## src/rtl/decode_buffered_pkg.sv

```systemverilog
// Shared RV32I decode types: opcode map, control word, instruction-buffer entry,
// and the combinational control ROM used by the decode stage.
package decode_buffered_pkg;

    typedef logic [31:0] rv32i_word;

    typedef enum logic [6:0] {
        op_lui   = 7'b0110111,
        op_auipc = 7'b0010111,
        op_jal   = 7'b1101111,
        op_jalr  = 7'b1100111,
        op_br    = 7'b1100011,
        op_load  = 7'b0000011,
        op_store = 7'b0100011,
        op_imm   = 7'b0010011,
        op_reg   = 7'b0110011,
        op_csr   = 7'b1110011
    } rv32i_opcode;

    typedef struct packed {
        rv32i_word   pc;
        rv32i_word   instr;
        rv32i_opcode opcode;
        logic [2:0]  funct3;
        logic [6:0]  funct7;
        logic [4:0]  rd;
        logic [4:0]  rs1;
        logic [4:0]  rs2;
        rv32i_word   i_imm;
        rv32i_word   s_imm;
        rv32i_word   b_imm;
        rv32i_word   u_imm;
        rv32i_word   j_imm;
        logic        regwrite;
        logic        mem_read;
        logic        mem_write;
        logic        branch;
        logic        jump;
    } rv32i_control_word;

    typedef struct packed {
        rv32i_word pc;
        rv32i_word instr;
    } ibuf_entry_t;

    localparam rv32i_word DEFAULT_NOP_INSTR = 32'h0000_0013;

    function automatic logic opcode_valid(input logic [6:0] op);
        case (op)
            op_lui, op_auipc, op_jal, op_jalr, op_br,
            op_load, op_store, op_imm, op_reg, op_csr: return 1'b1;
            default:                                   return 1'b0;
        endcase
    endfunction

    // Pure field extraction; callers substitute the NOP word for illegal opcodes.
    function automatic rv32i_control_word control_rom(input rv32i_word pc, input rv32i_word instr);
        rv32i_control_word cw;
        cw           = '0;
        cw.pc        = pc;
        cw.instr     = instr;
        cw.opcode    = rv32i_opcode'(instr[6:0]);
        cw.funct3    = instr[14:12];
        cw.funct7    = instr[31:25];
        cw.rd        = instr[11:7];
        cw.rs1       = instr[19:15];
        cw.rs2       = instr[24:20];
        cw.i_imm     = {{21{instr[31]}}, instr[30:20]};
        cw.s_imm     = {{21{instr[31]}}, instr[30:25], instr[11:7]};
        cw.b_imm     = {{20{instr[31]}}, instr[7], instr[30:25], instr[11:8], 1'b0};
        cw.u_imm     = {instr[31:12], 12'h000};
        cw.j_imm     = {{12{instr[31]}}, instr[19:12], instr[20], instr[30:21], 1'b0};
        case (instr[6:0])
            op_lui, op_auipc, op_jal, op_jalr,
            op_load, op_imm, op_reg, op_csr: cw.regwrite = 1'b1;
            default:                         cw.regwrite = 1'b0;
        endcase
        cw.mem_read  = (instr[6:0] == op_load);
        cw.mem_write = (instr[6:0] == op_store);
        cw.branch    = (instr[6:0] == op_br);
        cw.jump      = (instr[6:0] == op_jal) || (instr[6:0] == op_jalr);
        return cw;
    endfunction

endpackage

```

## src/rtl/decode_buffered_ibuf_fifo.sv

```systemverilog
// Instruction queue between fetch and decode: DEPTH entries (power of two),
// wrapping pointers, occupancy count, synchronous clear for pipeline flush.
module ibuf_fifo
    import decode_buffered_pkg::*;
#(
    parameter int DEPTH = 4
) (
    input  logic                   clk,
    input  logic                   rst_n,
    input  logic                   clear,
    input  logic                   push,
    input  ibuf_entry_t            push_data,
    input  logic                   pop,
    output ibuf_entry_t            head,
    output logic [$clog2(DEPTH):0] count,
    output logic                   full,
    output logic                   empty
);

    localparam int AW = $clog2(DEPTH);
    localparam logic [AW:0] FULL_COUNT = DEPTH[AW:0];

    ibuf_entry_t   mem [DEPTH];
    logic [AW-1:0] head_ptr;
    logic [AW-1:0] tail_ptr;

    always_ff @(posedge clk) begin
        if (!rst_n || clear) begin
            head_ptr <= '0;
            tail_ptr <= '0;
            count    <= '0;
        end else begin
            if (push) tail_ptr <= tail_ptr + 1'b1;
            if (pop)  head_ptr <= head_ptr + 1'b1;
            case ({push, pop})
                2'b10:   count <= count + 1'b1;
                2'b01:   count <= count - 1'b1;
                default: count <= count;
            endcase
        end
    end

    // Storage carries no reset; validity is tracked entirely by count.
    always_ff @(posedge clk) begin
        if (push && rst_n && !clear) mem[tail_ptr] <= push_data;
    end

    assign head  = mem[head_ptr];
    assign full  = (count == FULL_COUNT);
    assign empty = (count == '0);

endmodule

```

## src/rtl/decode_buffered.sv

```systemverilog
// Buffered RV32I decode stage: queues fetched (pc, instr) pairs and presents a
// registered control word to execute, with stall, flush, bypass and illegal handling.
module decode_buffered
    import decode_buffered_pkg::*;
#(
    parameter int        DEPTH     = 4,
    parameter bit        BYPASS    = 1'b1,
    parameter rv32i_word NOP_INSTR = DEFAULT_NOP_INSTR
) (
    input  logic                   clk,
    input  logic                   rst_n,
    input  logic                   flush,
    input  logic                   if_valid,
    output logic                   if_ready,
    input  rv32i_word              if_pc,
    input  rv32i_word              if_instr,
    output logic                   id_valid,
    input  logic                   id_ready,
    output rv32i_control_word      ctrl,
    output logic                   id_illegal,
    output logic [$clog2(DEPTH):0] occupancy
);

    ibuf_entry_t            head;
    logic [$clog2(DEPTH):0] count;
    logic                   full;
    logic                   empty;

    logic              enq;
    logic              load;
    logic              take_fifo;
    logic              take_bypass;
    logic              fifo_push;
    rv32i_word         sel_pc;
    rv32i_word         sel_instr;
    logic              sel_valid;
    logic              sel_legal;
    rv32i_control_word ctrl_next;

    // Registered full flag only, so execute's ready never reaches fetch combinationally.
    assign if_ready  = !full;
    assign occupancy = count;

    always_comb begin
        enq         = if_valid && if_ready && !flush;
        load        = (!id_valid || id_ready) && !flush;
        take_fifo   = load && !empty;
        take_bypass = BYPASS && load && empty && enq;
        fifo_push   = enq && !take_bypass;

        sel_pc    = '0;
        sel_instr = NOP_INSTR;
        sel_valid = 1'b0;
        if (take_fifo) begin
            sel_pc    = head.pc;
            sel_instr = head.instr;
            sel_valid = 1'b1;
        end else if (take_bypass) begin
            sel_pc    = if_pc;
            sel_instr = if_instr;
            sel_valid = 1'b1;
        end

        sel_legal = opcode_valid(sel_instr[6:0]);
        ctrl_next = control_rom(sel_pc, sel_legal ? sel_instr : NOP_INSTR);
    end

    always_ff @(posedge clk) begin
        if (!rst_n || flush) begin
            id_valid   <= 1'b0;
            id_illegal <= 1'b0;
            ctrl       <= control_rom('0, NOP_INSTR);
        end else if (load) begin
            id_valid   <= sel_valid;
            id_illegal <= sel_valid && !sel_legal;
            ctrl       <= ctrl_next;
        end
    end

    ibuf_fifo #(.DEPTH(DEPTH)) u_fifo (
        .clk       (clk),
        .rst_n     (rst_n),
        .clear     (flush),
        .push      (fifo_push),
        .push_data ('{pc: if_pc, instr: if_instr}),
        .pop       (take_fifo),
        .head      (head),
        .count     (count),
        .full      (full),
        .empty     (empty)
    );

endmodule
```

## config.mk

```make
export PLATFORM = sky130hd
export DESIGN_NAME = decode_buffered
export DESIGN_NICKNAME = d
export VERILOG_FILES = /design/src/rtl/decode_buffered_pkg.sv /design/src/rtl/decode_buffered_ibuf_fifo.sv /design/src/rtl/decode_buffered.sv
export SDC_FILE = /design/constraint.sdc
export NUM_CORES = 1
export LEC_CHECK = 0
export ABC_AREA = 1
export ABC_CLOCK_PERIOD_IN_PS = 8100
export BUFFER_PORTS_ARGS = -buffer_cell sky130_fd_sc_hd__buf_2
export CORE_AREA = 4 4 178 180
export DETAILED_ROUTE_END_ITERATION = 6
export DIE_AREA = 0 0 182 184
export MAX_ROUTING_LAYER = met4
export PLACE_DENSITY = 0.83
export SYNTH_ARGS = -nofsm -noshare
export SYNTH_HDL_FRONTEND = slang
export SYNTH_SLANG_ARGS = --single-unit
```

## constraint.sdc

```tcl
create_clock -name clk -period 8.1 [get_ports clk]
set_input_delay 0.405 -clock clk [delete_from_list [all_inputs] [get_ports clk]]
set_output_delay 0.405 -clock clk [all_outputs]
set_load 0.02 [all_outputs]
```

# == Word level (Yosys, flattened, before mapping) ==
# Memory sizes are Yosys's and may differ from the RTL's. A register that Yosys moved wholly into a read port is not among the register bits.
# Cells that the tools add are included.
# Widths: inputs -> output; s select.
# word_totals
mem_count,1
out_inout_bits,267
elab_cells,89
mem_bits_rw,256
ff_bits,186
# memory_table
name,words,width,read_ports,rd_ports_with_merged_regs,wr,line_no,rtl
u_fifo.mem,4,64,1,1,1,decode_buffered_ibuf_fifo.sv:23,ibuf_entry_t mem [DEPTH];
# op_classes
n_eq_ne,23
reduce_logical,24
add_sub_neg,4
mux,14
# ops
cell,count
$mux 32,5
$eq 7x7->1 const B,8
$eq 7x6->1 const B,6
$eq 7x5->1 const B,4
$eq 7x2->1 const B,2
$logic_and 1x1->1,10
$reduce_or 10->1,1
$reduce_or 8->1,1
$logic_not 1->1,7
$mux 1,6
$pmux 3 s2,1
$add 2x1->2 const B,2
$mux 2,2
$add 3x1->3 const B,1
$eq 3x3->1 const B,1
$logic_not 3->1,1
$logic_or 1x1->1,3
$sub 3x1->3 const B,1
$eq 2x1->1 const B,1
$eq 2x2->1 const B,1
$reduce_bool 2->1,1

# == Depth between registers and ports, before layout ==
# Gate-level depths: netlist (run 1).
# logic_depth
depth_word,14
depth_mapped,16

# == Hierarchy ==
# A second synthesis (run 1) with hierarchy kept.
# hier_totals
cells_unflattened,1286
hier_area_um2,14724.1
# modules_own_cells
module,area_per_inst_um2,cells_each,instances
ibuf_fifo,9947.0,679,1
decode_buffered,4777.1,607,1

# == Worst setup path after synthesis (run 1) ==
# Ideal clock, no wire load.
# synth_path
path_type,reg-to-reg
from,register u_fifo.count[2]
to,memory u_fifo.mem[0][0] (netlist name) (enable)
setup_ns,0.487
arrival_ns,3.702
stages_incl_launch_ff,7
n_path_buf,0
setup_slack_ns,3.912
path_cell_list,dfxtp_1 > inv_1 > nand2_8 > nor2_8 > inv_1 > nand4_1 > nor2_1
# synth_between
elab_chain_cells,11
elab_cells_between_ends,13
# synth_rtl
item,line_no,rtl
from (decl),decode_buffered_ibuf_fifo.sv:15,"output logic [$clog2(DEPTH):0] count,"
from (signal assigned),decode_buffered_ibuf_fifo.sv:36,2'b10: count <= count + 1'b1;
from (signal assigned),decode_buffered_ibuf_fifo.sv:37,2'b01: count <= count - 1'b1;
from (signal assigned),decode_buffered_ibuf_fifo.sv:38,default: count <= count;
$eq 3x3->1,decode_buffered_ibuf_fifo.sv:49,assign full = (count == FULL_COUNT);
$logic_not 1->1,decode_buffered.sv:41,assign if_ready = !full;
$logic_and 1x1->1 (2 in a row),decode_buffered.sv:45,enq = if_valid && if_ready && !flush;
$logic_and 1x1->1,decode_buffered.sv:48,take_bypass = BYPASS && load && empty && enq;
$logic_not 1->1,decode_buffered.sv:49,fifo_push = enq && !take_bypass;
$logic_and 1x1->1 *,decode_buffered.sv:49,
$logic_and 1x1->1 * (2 in a row),decode_buffered_ibuf_fifo.sv:45,if (push && rst_n && !clear) mem[tail_ptr] <= push_data;
$mux 1 *,decode_buffered_ibuf_fifo.sv:45,
$mux 1 (implied by the code) *,decode_buffered_ibuf_fifo.sv:45,
to (decl),decode_buffered_ibuf_fifo.sv:23,
# Mark *: on every way between the ends. The rest lies on a longest branch, timed or not.

# == Final worst setup path (run 1) ==
# layout_path
from,register id_valid
to,register ctrl[214] (netlist name)
# layout_between
elab_chain_cells,11
elab_cells_between_ends,21
# layout_rtl
item,line_no,rtl
from (decl),decode_buffered.sv:17,"output logic id_valid,"
from (signal assigned),decode_buffered.sv:74,id_valid <= sel_valid;
$logic_not 1->1 *,decode_buffered.sv:46,load = (!id_valid || id_ready) && !flush;
$logic_or 1x1->1 *,decode_buffered.sv:46,
$logic_and 1x1->1 *,decode_buffered.sv:46,
$logic_and 1x1->1 (2 in a row),decode_buffered.sv:48,
$mux 32,decode_buffered.sv:58,end else if (take_bypass) begin
$mux 32,decode_buffered.sv:54,if (take_fifo) begin
"$eq 7x6->1, or another cell as far along",decode_buffered_pkg.sv:49,case (op)
$reduce_or 10->1,decode_buffered_pkg.sv:49,
$mux 1,decode_buffered_pkg.sv:49,
$mux 32,decode_buffered.sv:65,"ctrl_next = control_rom(sel_pc, sel_legal ? sel_instr : NOP_INSTR);"
to (signal assigned),decode_buffered.sv:72,"ctrl <= control_rom('0, NOP_INSTR);"
to (signal assigned),decode_buffered.sv:76,ctrl <= ctrl_next;
to (decl),decode_buffered.sv:19,"output rv32i_control_word ctrl,"
# Marks and branches as above.
# A chain may end at the register's enable or synchronous reset.

==> impl_metrics.py, run 1 <==
metrics = {
    "detailed_routing": {
        "first_pass_iters": 6,
        "drt-initial-drc-count": 914,
        "drt-wirelength-per-cell_um": 17.9,
        "viasPerCell": 5.25,
        "postRouteAntennaNets": 0,
        "wl_um": 35000,
        "dr_total_vias": 10278,
        "drc": 0,
    },
    "floorplan": {
        "die-area_sq_um": 33500,
        "rows": 64,
        "core-area_sq_um": 30200,
        "ios": 336,
        "die_w_um": 182,
        "die_h_um": 184,
        "start_util_pct": 49.2,
    },
    "cells_and_area": {
        "n_fill_cell": 2469,
        "seqCellArea_sq_um": 9300,
        "area_delta_synth_final_pct": 10.8,
        "multi_input_area_sq_um": 3600,
        "finalNetCount": 1603,
        "drive_gt1_share_pct": 28.3,
    },
    "worst_setup_path": {
        "reg2reg_from": "id_valid",
        "startpoint_type": "register",
        "worst-endpoint-required_ns": 8.52,
        "cp-startpoint": "id_valid",
        "worstPathMaxFanout": 55,
        "crit_path_end_kind": "register",
        "crit_arrival_ns": 3.40,
        "crit_type": "reg -> reg",
    },
    "placed_design": {
        "routabilityCongestion": 0.847,
        "io_buffers": 321,
        "dp_hpwl_um": 21200,
    },
    "clock_tree": {
        "cts.htree.levels": 2,
        "ctsHoldBuffers": 0,
        "cts.sinks": 336,
        "numCtsBuffers": 34,
        "post_cts_buffers": 0,
        "clock_path_buffers": 3,
        "path_clk_slew_ns": 0.06,
        "cts_root_buf": "clkbuf_16",
        "clock_latency_ns": 0.50,
        "cts_resized": 0,
        "cts_tree": "built",
    },
    "grt": {
        "grt_pass1_vias": 9469,
        "grt_max_degree": 102,
        "groute.layer.met1.usage_pct": 24.4,
        "grt_pass1_wl_um": 51400,
        "busiest_layer": "met2",
        "use_met2_pct": 33.8,
        "overflow": 0,
        "met3_usage_pct": 2.77,
        "antenna_found_initial": 8,
        "groute.usage.overall_pct": 19.8,
    },
    "timing": {
        "worstMarginPinSlew_ns": 1.15,
        "slew_violations": 0,
        "finClkSkew_ns": 0.0150,
        "finalCritPeriodShare_pct": 36.7,
        "slew_headroom_pct": 23.2,
        "final-setup-viol-count": 0,
        "rsz0062_at_grt": "no",
        "finalSetupTns_ns": 0,
        "fin_crit_ns": 2.98,
        "hold_viol_final": 0,
        "max_freq_ghz": 0.336,
    },
    "power": {
        "ir_drop_uv": 176,
        "p_leak_uw": 0.00721,
        "power_uw": 3560,
        "swShare_pct": 22.1,
        "p_clk_share_pct": 41.9,
        "p_int_uw": 2770,
        "powerDensity_nw_per_um2": 216,
        "power_frac_comb_pct": 5.4,
        "switchingPower_uw": 787,
        "seqPwrFrac_pct": 52.7,
    },
    "yosys": {
        "synth.most_common_cell": "nand2_1",
        "ys_seq_area_share_pct": 62.5,
        "yosys.area.top_type_share_pct": 51.7,
        "synth-seq-cells": 336,
        "ys_top_cells_by_count": "311 x nand2_1, 256 x edfxtp_1, 194 x buf_4, 96 x nor2_1, 87 x o21ai_0",
        "synth_top_area_cell": "edfxtp_1",
        "yosys_warnings": 0,
        "synth_edf_count": 256,
        "synthCells": 1406,
        "avgSynthCellArea_sq_um": 10.6,
        "synth_area_leaders": "edfxtp_1 52%, dfxtp_1 11%, buf_4 9.8%",
        "synthArstFlopShare_pct": 0,
        "syn_area_sq_um": 14900,
        "synth.distinct_cells": 41,
        "synthFlopType": "edfxtp_1",
    },
    "status": {
        "outcome": "complete, no violations",
    },
    "min_path": {
        "hp-start": "if_pc[25]",
        "hold_class": "in -> reg",
    },
    "flow_run": {
        "cap_violations": 0,
    },
}
power by group through the flow:
stage	registers [uW]	clock network [uW]	logic, uW
after floorplan	1920	0	132
after global placement	1910	0	184
after detailed placement	1910	0	191
after CTS	1880	1510	192
after global routing	1880	1590	209
final	1870	1490	193
kinds of logic (layout without fill, tap and decap cells):
logic type / count (synthesis) / count (layout) / share of synthesized area [%]
adder cells (fa/ha/maj): 6 / 6 / 0.556
buffers and inverters: 340 / 474 / 13.8
flip-flops: 336 / 336 / 62.5
other: 1 / 23 / 0.0252
AND/OR/NAND/NOR: 508 / 508 / 14.5
AO/OA/AOI/OAI: 215 / 215 / 8.61
per-layer routing:
| metal | routed length, um | part of all wire [%] |
|---|---|---|
| met5 | 0 | 0 |
| met4 | 1010 | 2.9 |
| met3 | 3180 | 9.1 |
| met2 | 17800 | 51 |
| met1 | 13000 | 37 |
registers in the layout (all words and copies together), names as in the netlist, named ones only:
name             cells
ctrl                69
id_illegal           1
id_valid             1
u_fifo.count         3
u_fifo.head_ptr      2
u_fifo.mem         256
u_fifo.tail_ptr      2
cells in the final DEF (no fill, tap or decap), types with 9 or more instances in the layout:
cell type  instances
buf_2            321
nand2_1          311
nand3_1           79
clkinv_2          10
buf_4             10
conb_1            14
a32oi_1           12
a21oi_1           47
clkbuf_16         35
o22ai_1           32
dfxtp_1           77
edfxtp_1         256
o21ai_0           87
diode_2            9
nor2_1            91
inv_1             75
o21ai_2           20
metrics by stage:
step | worst slack [ns] | cells | util, % | hold WS (ns) | instance area [sq um]
final | 5.12 | 1958 | 54.6 | 0.132 | 16500
after global routing | 4.79 | 1958 | 54.6 | 0.0994 | 16500
after CTS | 5.05 | 1949 | 54.5 | 0.103 | 16400
after detailed placement | 4.83 | 1888 | 50.9 | 0.446 | 15400
after global placement | 4.94 | 1888 | 50.9 | 0.441 | 15400
after floorplan | 3.91 | 1419 | - | 0.436 | 14900
area by class of cell:
class	count	share of cell area [%]
antenna	9	0.137
clock buffer	42	5.66
clock inverter	19	0.813
inverter	82	1.88
multi-input combinational	743	21.8
sequential	336	56.4
tap	396	3.01
timing repair buffer	331	10.2
final timing paths:
kind	endpoint	slack [ns]	cells after the start
worst max-delay path	ctrl[214]	5.12	12
worst min-delay path	u_fifo.mem[2][57]	0.13	1
worst max register to register	ctrl[214]	5.12	12
worst min register to register	ctrl[3]	0.47	2
critical path, stage by stage (launching register included):
cell and delay, ns:
dfxtp_1 0.31, nand2_1 0.13, nand2_4 0.32, nor2_8 0.77, nand2_1 0.21, nand2_4 0.14, inv_2 0.06, nand2_2 0.06
nand2_2 0.06, nor2_4 0.13, and2_4 0.19, nand2_4 0.23, o21ai_0 0.26
(Power assumes the default switching activity.)
==> inputs of run 2 (changes only) <==
--- a/config.mk
+++ b/config.mk
@@ -6,7 +6,7 @@
 export NUM_CORES = 1
 export LEC_CHECK = 0
 export ABC_AREA = 1
-export ABC_CLOCK_PERIOD_IN_PS = 8100
+export ABC_CLOCK_PERIOD_IN_PS = 3000
 export BUFFER_PORTS_ARGS = -buffer_cell sky130_fd_sc_hd__buf_2
 export CORE_AREA = 4 4 178 180
 export DETAILED_ROUTE_END_ITERATION = 6
==> constraint.sdc (replaced) <==
create_clock -name clk -period 3 [get_ports clk]
set_input_delay 0.15 -clock clk [delete_from_list [all_inputs] [get_ports clk]]
set_output_delay 0.15 -clock clk [all_outputs]
set_load 0.02 [all_outputs]
==> impl_metrics.py, run 2 (same netlist as run 1, synthesis figures left out) <==
metrics = {
    "status": {
        "outcome": "complete, no violations",
    },
    "power": {
        "ir_drop_uv": 651,
        "p_leak_uw": 0.00756,
        "powerDensity_nw_per_um2": 570,
    },
    "worst_setup_path": {
        "worst-path-buf-inv": 2,
        "crit_slowest_cell": "dfxtp_4",
        "cp_slowest_stage_delay_ns": 0.62,
        "worstPathMaxFanout": 39,
        "worst-endpoint-required_ns": 3.41,
        "cpMostUsedCell": "nand2_1",
        "cp_num_cells": 13,
        "r2r_end": "ctrl[215]",
        "r2r_slack_ns": 0.56,
        "critPathCapture": "ctrl[215]",
        "crit_arrival_ns": 2.84,
        "crit_path_end_kind": "register",
        "path_cells": "inv_4, nand2_1, nand3_1, nand2_1, nand2_1, nand2_4, inv_2, nand2_2, nand2_2, nor2_4, and2_4, nand2_4, o21ai_0",
        "cp_top_family": "simple AND/OR/NAND/NOR gates",
        "rr_worst_depth": 13,
        "crit_type": "reg -> reg",
        "startpoint_type": "register",
    },
    "cells_and_area": {
        "layout_commonest_cell": "buf_2",
        "top_register": "u_fifo.mem",
        "reg_top3": "u_fifo.mem x256, ctrl x69, u_fifo.count x3",
        "area_delta_synth_final_pct": 16.0,
        "utilization_pct": 57.1,
        "fin_area_sq_um": 17200,
        "largest_register_ffs": 256,
        "finalNetCount": 1679,
        "drive_gt1_share_pct": 27.5,
        "mostFrequentLayoutCells": "321 x buf_2, 311 x nand2_1, 256 x edfxtp_1",
    },
    "detailed_routing": {
        "first_pass_iters": 5,
        "drt-initial-drc-count": 931,
        "viasPerCell": 5.27,
        "drc": 0,
        "postRouteAntennaNets": 0,
        "wl_um": 36400,
        "dr_total_vias": 10699,
        "drt-wirelength-per-cell_um": 17.9,
    },
    "floorplan": {
        "die_w_um": 182,
        "die_h_um": 184,
        "core-area_sq_um": 30200,
        "die-area_sq_um": 33500,
        "ios": 336,
        "rows": 64,
        "start_util_pct": 49.2,
    },
    "min_path": {
        "hold_class": "in -> reg",
    },
    "grt": {
        "grt_max_degree": 79,
        "antenna_found_initial": 3,
        "overflow": 0,
        "grt_pass1_wl_um": 55500,
        "grt_pass1_vias": 10346,
        "groute.usage.overall_pct": 21.2,
    },
    "timing": {
        "slew_headroom_pct": 37.1,
        "finClkSkew_ns": 0.0140,
        "rsz0062_at_grt": "no",
        "worstMarginPinSlew_ns": 0.943,
        "final-setup-viol-count": 0,
        "fin_hold_ws_ns": 0.0526,
        "slew_violations": 0,
        "fin_crit_ns": 2.44,
        "setup_ws_ns": 0.564,
        "hold_viol_final": 0,
        "finalCritPeriodShare_pct": 81.2,
        "max_freq_ghz": 0.410,
    },
    "placed_design": {
        "io_buffers": 321,
        "place_ws_ns": 0.642,
        "postPlaceCellArea_sq_um": 15500,
        "dp_hpwl_um": 21700,
        "routabilityCongestion": 0.875,
    },
    "clock_tree": {
        "post_cts_buffers": 0,
        "clock_path_buffers": 3,
        "cts_root_buf": "clkbuf_16",
        "cts.sinks": 336,
        "cts_tree": "built",
        "clock_latency_ns": 0.50,
        "path_clk_slew_ns": 0.06,
        "numCtsBuffers": 35,
        "cts.htree.levels": 2,
    },
    "flow_run": {
        "cap_violations": 0,
    },
}
==> run 2: cell types whose count changed in the layout (fill, tap and decap cells not counted), sizes merged <==
cell,change
buf,+11
clkbuf,+6
clkinv,-1
clkinvlp,-1
diode,-6
dlygate4sd3,+64
inv,-2
==> run 2: report_power, final <==
| group | internal [uW] | switching, uW | total, uW |
|---|---|---|---|
| logic | 206 | 396 | 603 |
| clock network | 2460 | 1710 | 4170 |
| registers | 5030 | 29.4 | 5060 |
| total | 7700 | 2130 | 9830 |
==> run 2: final cells by class <==
cell class	count	area, sq um
tap	396	495
timing repair buffer	406	2420
multi-input combinational	743	3600
clock inverter	15	101
inverter	82	310
fill	2429	12900
antenna	3	7.51
clock buffer	48	1020
sequential	336	9300
==> run 2: how the worst min path moves through the flow <==
stage               slack (ns)           endpoint    startpoint  depth (start not counted)
CTS                       0.02           id_valid      if_valid                          3
floorplan                 0.25   u_fifo.mem[0][0]   if_instr[0]                          0
global route              0.08           id_valid      if_valid                          3
global placement          0.38  u_fifo.mem[0][55]     if_pc[23]                          1
finish                    0.05           id_valid      if_valid                          3
detailed placement        0.39  u_fifo.mem[0][28]  if_instr[28]                          1
==> run 2: worst register-to-register path, stage by stage, from the launching register on <==
cell     delay, ns
dfxtp_4       0.62
inv_4         0.17
nand2_1       0.10
nand3_1       0.08
nand2_1       0.12
nand2_1       0.09
nand2_4       0.10
inv_2         0.06
nand2_2       0.06
nand2_2       0.06
nor2_4        0.11
and2_4        0.17
nand2_4       0.25
o21ai_0       0.36
==> run 2: repair_timing <==
action,CTS,global route
hold endpoints to repair,267,0
hold buffers,64,0
gates resized for setup,0,0
==> run 2: routing by layer <==
metal | wire [um] | vias to the layer above | track usage, %
li1 | - | 4953 | -
met1 | 13800 | 5101 | 24.9
met2 | 18600 | 551 | 37.6
met3 | 2910 | 94 | 2.91
met4 | 1070 | 0 | 7.21
met5 | 0 | - | -
==> run 2: stage by stage <==
stage	total power (uW)	setup TNS, ns	instances
after floorplan	5540	-50.66	1419
after global placement	5670	0	1899
after detailed placement	5690	0	1899
after CTS	9880	0	2026
after global routing	10200	0	2029
final	9830	0	2029
